`src/rtl/bit_serializer_pkg.sv`:
```
// Shared types and constants for the bit serializer.
package bit_serializer_pkg;

    localparam int unsigned DEF_WIDTH      = 8;
    localparam logic        DEF_IDLE_LEVEL = 1'b0;

    typedef enum logic [1:0] {
        StIdle  = 2'd0,
        StShift = 2'd1,
        StPar   = 2'd2
    } state_e;

    // Bits needed to hold WIDTH-1 (at least one).
    function automatic int unsigned clog2(input int unsigned width);
        int unsigned w;
        w = 1;
        while ((32'd1 << w) < width) begin
            w = w + 1;
        end
        return w;
    endfunction

endpackage

```
`src/rtl/bit_serializer_cnt.sv`:
```
// Loadable down-counter with terminal-count flag; stops at zero.
module bit_serializer_cnt #(
    parameter int unsigned CW = 3
) (
    input  logic          clk,
    input  logic          reset,
    input  logic          i_load,
    input  logic [CW-1:0] i_load_val,
    input  logic          i_en,
    output logic [CW-1:0] o_count,
    output logic          o_tc
);

    logic [CW-1:0] r_count;

    always_ff @(posedge clk or posedge reset) begin
        if (reset) begin
            r_count <= '0;
        end else if (i_load) begin
            r_count <= i_load_val;
        end else if (i_en && (r_count != '0)) begin
            r_count <= r_count - CW'(1);
        end
    end

    assign o_count = r_count;
    assign o_tc    = (r_count == '0);

endmodule

```
`src/rtl/bit_serializer.sv`:
```
// Parallel-to-serial front end, MSB first, one bit per clock on x.
// Define BIT_SERIALIZER_PARITY_EN to append an even-parity bit to every word.
module bit_serializer
    import bit_serializer_pkg::*;
#(
    parameter int unsigned WIDTH      = DEF_WIDTH,
    parameter logic        IDLE_LEVEL = DEF_IDLE_LEVEL
) (
    input  logic             clk,
    input  logic             reset,
    input  logic [WIDTH-1:0] in_data,
    input  logic             in_valid,
    output logic             in_ready,
    output logic             x,
    output logic             busy,
    output logic             sof,
    output logic             word_done
);

    localparam int unsigned CW = clog2(WIDTH);

    state_e           r_state, w_state_d;
    // Holds the bits still to be driven after the one currently on x.
    logic [WIDTH-1:0] r_shift, w_shift_d;
    logic             r_x, w_x_d;
    logic             r_busy, w_busy_d;
    logic             r_sof, w_sof_d;
    logic             r_done, w_done_d;
    logic             w_accept;
    logic             w_cnt_load, w_cnt_en, w_tc;
    logic [CW-1:0]    w_cnt;
`ifdef BIT_SERIALIZER_PARITY_EN
    logic             r_par, w_par_d;
`endif

    bit_serializer_cnt #(
        .CW (CW)
    ) u_cnt (
        .clk        (clk),
        .reset      (reset),
        .i_load     (w_cnt_load),
        .i_load_val (CW'(WIDTH - 1)),
        .i_en       (w_cnt_en),
        .o_count    (w_cnt),
        .o_tc       (w_tc)
    );

    always_comb begin
        w_state_d  = r_state;
        w_shift_d  = r_shift;
        w_x_d      = IDLE_LEVEL;
        w_busy_d   = 1'b0;
        w_sof_d    = 1'b0;
        w_done_d   = 1'b0;
        w_cnt_load = 1'b0;
        w_cnt_en   = 1'b0;
        in_ready   = 1'b0;
`ifdef BIT_SERIALIZER_PARITY_EN
        w_par_d    = r_par;
`endif

        unique case (r_state)
            StIdle: begin
                in_ready = 1'b1;
            end
            StShift: begin
                if (!w_tc) begin
                    w_shift_d = {r_shift[WIDTH-2:0], 1'b0};
                    w_x_d     = r_shift[WIDTH-1];
                    w_busy_d  = 1'b1;
                    w_cnt_en  = 1'b1;
`ifdef BIT_SERIALIZER_PARITY_EN
                    w_par_d   = r_par ^ r_x;
`else
                    w_done_d  = (w_cnt == CW'(1));
`endif
                end else begin
`ifdef BIT_SERIALIZER_PARITY_EN
                    w_par_d   = r_par ^ r_x;
                    w_x_d     = r_par ^ r_x;
                    w_busy_d  = 1'b1;
                    w_done_d  = 1'b1;
                    w_state_d = StPar;
`else
                    in_ready  = 1'b1;
                    w_state_d = StIdle;
`endif
                end
            end
            StPar: begin
                in_ready  = 1'b1;
                w_state_d = StIdle;
            end
            default: begin
                w_state_d = StIdle;
            end
        endcase

        // Accept overrides the idle/end-of-frame defaults so words run gapless.
        w_accept = in_valid & in_ready;
        if (w_accept) begin
            w_state_d  = StShift;
            w_shift_d  = {in_data[WIDTH-2:0], 1'b0};
            w_x_d      = in_data[WIDTH-1];
            w_busy_d   = 1'b1;
            w_sof_d    = 1'b1;
            w_done_d   = 1'b0;
            w_cnt_load = 1'b1;
`ifdef BIT_SERIALIZER_PARITY_EN
            w_par_d    = 1'b0;
`endif
        end
    end

    always_ff @(posedge clk or posedge reset) begin
        if (reset) begin
            r_state <= StIdle;
            r_shift <= '0;
            r_x     <= IDLE_LEVEL;
            r_busy  <= 1'b0;
            r_sof   <= 1'b0;
            r_done  <= 1'b0;
        end else begin
            r_state <= w_state_d;
            r_shift <= w_shift_d;
            r_x     <= w_x_d;
            r_busy  <= w_busy_d;
            r_sof   <= w_sof_d;
            r_done  <= w_done_d;
        end
    end

`ifdef BIT_SERIALIZER_PARITY_EN
    always_ff @(posedge clk or posedge reset) begin
        if (reset) begin
            r_par <= 1'b0;
        end else begin
            r_par <= w_par_d;
        end
    end
`endif

    assign x         = r_x;
    assign busy      = r_busy;
    assign sof       = r_sof;
    assign word_done = r_done;

endmodule

```
`config.mk`:
```
export PLATFORM = sky130hd
export DESIGN_NAME = bit_serializer
export DESIGN_NICKNAME = d
export VERILOG_FILES = /design/src/rtl/bit_serializer_pkg.sv /design/src/rtl/bit_serializer_cnt.sv /design/src/rtl/bit_serializer.sv
export SDC_FILE = /design/constraint.sdc
export NUM_CORES = 1
export LEC_CHECK = 0
export CAP_MARGIN = 20
export CORE_UTILIZATION = 45
export DETAILED_ROUTE_END_ITERATION = 8
export DONT_BUFFER_PORTS = 1
export PLACE_DENSITY = 0.6
export RECOVER_POWER = 25
export REMOVE_ABC_BUFFERS = 1
export SYNTH_ARGS = -nofsm -noshare
export SYNTH_HDL_FRONTEND = slang
export SYNTH_SLANG_ARGS = --single-unit
```
`constraint.sdc`:
```
create_clock -name clk -period 1.9 [get_ports clk]
set_clock_uncertainty 0.05 [all_clocks]
set_input_delay 0.285 -clock clk [delete_from_list [all_inputs] [get_ports clk]]
set_output_delay 0.285 -clock clk [all_outputs]
set_load 0.01 [all_outputs]
```
# --- Yosys cells after proc, flatten, opt, wreduce, memory -nomap -nowiden ---
# Cells that the tools add are included.
# Widths: inputs -> output; s select.
classes:
  add_sub_neg: 1
  bitwise: 1
  n_eq_ne: 6
  n_reduce_logical: 9
  mux: 20
op_table:
  columns: ["cell", "count"]
  rows:
  - ["$mux 8", 3]
  - ["$mux 1", 11]
  - ["$mux 3", 2]
  - ["$mux 2", 2]
  - ["$ne 2x2->1 const B", 2]
  - ["$pmux 2 s2", 1]
  - ["$reduce_and 2->1", 2]
  - ["$reduce_bool 2->1", 2]
  - ["$eq 3x1->1 const B", 1]
  - ["$logic_not 3->1", 1]
  - ["$ne 3x3->1 const B", 1]
  - ["$reduce_bool 3->1", 1]
  - ["$sub 3x1->3 const B", 1]
  - ["$eq 2x1->1 const B", 1]
  - ["$eq 2x2->1 const B", 1]
  - ["$logic_not 2->1", 1]
  - ["$pmux 1 s2", 1]
  - ["$reduce_or 2->1", 1]
  - ["$and 1x1->1", 1]
  - ["$logic_and 1x1->1", 1]
totals:
  inputBits: 11
  out_inout_bits: 5
  register_bits: 17
  word_cells: 44

# --- Depth between registers and ports, before layout ---
depth:
  ltp_word: 6
  mapped_depth: 8
  depth_no_buf: 7

# --- Modules after synthesis ---
# A second synthesis with hierarchy kept.
hier_totals:
  cells_unflattened: 59
  area_unflattened_um2: 789.5
by_module_without_submodules:
  columns: ["module", "seq_area_each_um2", "n_inst", "area_each_um2", "cells_per_inst"]
  rows:
  - ["bit_serializer", 300.3, 1, 578.1, 39]
  - ["bit_serializer_cnt", 75.1, 1, 211.5, 20]

# --- Least setup slack after synthesis ---
# Ideal clock, no wire load.
synth_path:
  path_kind: "register -> output"
  start: "register u_cnt.r_count[0], in the netlist u_cnt.o_count[0]"
  end: "output in_ready"
  arrival_ns: 1.101
  n_path_buf: 1
  path_stages_with_launch: 7
  path_slack_ns: 0.464
  required_ns: 1.565
  path_cell_list: "dfrtp_1 > inv_1 > ha_1 > ha_1 > nor2b_4 > buf_6 > inv_4"
synth_between:
  elab_chain_cells: 3
synth_lines:
  columns: ["element", "line", "rtl"]
  rows:
  - ["start: declaration", "bit_serializer_cnt.sv:14", "logic [CW-1:0] r_count;"]
  - ["start signal: assignment", "bit_serializer_cnt.sv:20", "r_count <= i_load_val;"]
  - ["start signal: assignment", "bit_serializer_cnt.sv:22", "r_count <= r_count - CW'(1);"]
  - ["$logic_not 3->1", "bit_serializer_cnt.sv:27", "assign o_tc = (r_count == '0);"]
  - ["$mux 1", "bit_serializer.sv:67", "if (!w_tc) begin"]
  - ["$pmux 1 s2", "bit_serializer.sv:62", "unique case (r_state)"]
  - ["end: declaration", "bit_serializer.sv:13", "output logic in_ready,"]
# Every way passes these cells.

# --- Worst setup path in the final report ---
# Same ends and word-level chain as after synthesis.

==> summary.txt <==
Synthesis
  – Synth Register Bits: 15
  – Count leader, synth: dfrtp_1
  – Main synth FF type: dfrtp_1
  – Number of synthesized flops with an enable pin: 0
  – Register area share after synthesis: 0.531
  – Most instantiated cells after synthesis: dfrtp_1 (15), nand2_1 (8), mux2i_1 (7), o21ai_0 (7), inv_1 (4)
  – Post-synth top area cell: dfrtp_1
  – Synth area leaders: dfrtp_1 (53%), mux2i_1 (9.9%), ha_1 (5.3%), o21ai_0 (5.0%), nand2_1 (4.2%)
  – Syn Std Cell Area: between 700 and 800 um^2
  – Top cell type's share of synthesized area: 0.531
  – Cells after Synth: 61
  – Ys async rst share: 1.00
  – Synth warn: 0
  – Synth unique cells: 20
  – Syn Area/Cell: 11.6 um^2

Setup path
  – Required @ worst endpoint: 1.56 ns
  – Crit. End Element: output pin
  – Critical-path maximum fanout: 9
  – CP arrival: 1.37 ns
  – Crit Path Category: flop to output pin
  – CP startpoint kind: flop

Power and ir drop
  – Pwr dens: 1490 mW/mm^2
  – Max VDD drop: 834 uV
  – Leak: 0.363 nW

Cells and area
  – Net count, final: 78
  – Fill cells: 128
  – Synth-to-Final Area Change: 0.885%
  – Antenna Cells: 0
  – Share of layout cells above drive strength 1: 0.143
  – Final non-filler cell total: 78

STA
  – Highest clock rate: slightly below 0.6 GHz
  – Final Hold Viols: 0
  – Period minus WS final: 1.71 ns
  – Max-slew headroom at the worst pin: 0.639
  – Total negative setup slack: 0 ns
  – Setup violators final: 0
  – Slew Viols, Final: 0
  – RSZ-0062 raised after global routing: no
  – Worst-margin pin slew: approximately 0.54 ns
  – Final period util: 0.900

Detailed routing
  – Pre-antenna DRT Iters: 2
  – Via-to-Cell Ratio: between 5 and 6
  – Drt wl/cell: 12.3 um
  – DR iter-0 viols: 3
  – Routed WL: between 900 and 1000 um
  – Antenna Nets Post-Route: 0
  – # DRC: 0
  – Via count: around 410

Global routing
  – Largest net degree at the start of global routing: 17
  – All-Layer GR Usage: 0.129
  – Antenna violations before repair: 0
  – Number of global-route vias before repair: 370
  – Global-route wire length before repair: 1610 um
  – Grt total ovfl: 0

Floorplanning
  – Top-Level Pins: 16
  – Die footprint: 0.00173 mm^2
  – Width of the die: 41.6 um
  – Die height: 41.6 um
  – Row cnt: 13
  – Initial Utilization: 0.511
  – Core region area: 0.00138 mm^2

Place
  – Placed cell count: 73
  – Routability cong.: around 0.64
  – # port buffers: 0
  – DP Wirelength: 684 um

Clocking
  – CTS H-Tree Depth: 1
  – Sinks on Clock Net: 15
  – CTS max path bufs: 2
  – Cts bufs inserted: 3
  – CTS tree: yes
  – Clk pin slew, worst setup/hold paths: 0.09 ns
  – Root Buffer: clkbuf_4
  – Worst skew pair latency: 0.28 ns
  – Setup Fix Bufs, Post-CTS: 0

Min path
  – Hold Path Class: primary input to flop

Outcome
  – Result of the run: finished, final reports clean

Run
  – Number of max-cap violations: 0
## area by class of cell
cell class | instances | area [um^2] | share of cell area
flip-flops and latches | 15 | 375 | 0.526
multi-input cells | 37 | 253 | 0.354
clock buffers | 3 | 22.5 | 0.0316
inverters | 5 | 21.3 | 0.0298
well taps | 15 | 18.8 | 0.0263
repair buffers | 2 | 17.5 | 0.0246
clock inverters | 1 | 5.00 | 0.00702
## registers in the layout (all words and copies together), names as in the netlist
| name | count |
|---|---|
| u_cnt.o_count | 3 |
| r_state | 1 |
| r_shift | 7 |
| busy | 1 |
| x | 1 |
| sof | 1 |
| word_done | 1 |
## final timing paths
path | start | end | slack [ns] | cells after the start
worst max-delay path | u_cnt.o_count[0] | in_ready | 0.19 | 5
worst min-delay path | in_valid | r_state[0] | 0.06 | 1
worst max register to register | u_cnt.o_count[0] | u_cnt.o_count[0] | 0.37 | 7
worst min register to register | r_shift[6] | r_shift[7] | 0.43 | 2
max in group asynchronous | reset | r_shift[5] | 1.01 | 2
min in group asynchronous | reset | r_shift[1] | 0.43 | 2
## placed cells by master, fill, tap and decap left out, types with 2 or more instances in the layout
cell type,n
clkbuf_4,3
dfrtp_1,15
ha_1,3
inv_1,4
mux2i_1,7
nand2_1,8
nand2b_1,2
o21ai_0,7
o21ai_1,2
## routing by layer
metal | GRT usage | share of wire | vias to the layer above | wire length (um)
met1 | 0.152 | 0.49 | 194 | 473
met3 | 0.0783 | 0.051 | 2 | 49
met5 | 0 | 0 | - | 0
li1 | - | - | 205 | -
met4 | 0.0581 | 0.016 | 0 | 15
met2 | 0.188 | 0.44 | 13 | 424
## per-stage QoR
stage	worst slack [ns]	hold WS [ns]	cell area [um^2]	power [W]	utilization
finish	0.191	0.0564	713	0.00106	0.516
global route	0.116	0.0330	713	0.00116	0.516
CTS	0.170	0.0388	713	0.00109	0.516
detailed placement	0.371	0.207	676	0.000904	0.489
global placement	0.413	0.211	676	0.000898	0.489
floorplan	0.350	0.136	649	0.000807	-
## worst max-delay path, cell delays in order (launching register included)
cell	delay [ns]
dfrtp_1	0.41
inv_1	0.06
ha_1	0.19
ha_1	0.20
nor2b_4	0.15
inv_4	0.07
## cells by family (layout without fill, tap and decap cells)
family / after synthesis / in the layout / share of synthesized area
compound gates: 11 / 11 / 0.0885
fa+ha+maj: 3 / 3 / 0.0531
flops: 15 / 15 / 0.531
mux: 7 / 7 / 0.0991
buf+inv: 9 / 11 / 0.111
simple gates: 16 / 16 / 0.117
## power by group
| group | internal, W | leakage, nW | switching, W |
|---|---|---|---|
| combinational | 0.000151 | 0.158 | 0.000215 |
| clock | 0.0000782 | 0.0177 | 0.0000982 |
| sequential | 0.000447 | 0.187 | 0.0000736 |
| total | 0.000676 | 0.363 | 0.000387 |
## repair_timing
action / 4_1_cts / 5_1_grt
gates resized for setup: 0 / 0
setup endpoints to repair: 0 / 0
hold endpoints to repair: 15 / 0
hold buffers: 1 / 0
Note: power is estimated with default switching activity, not from simulation.
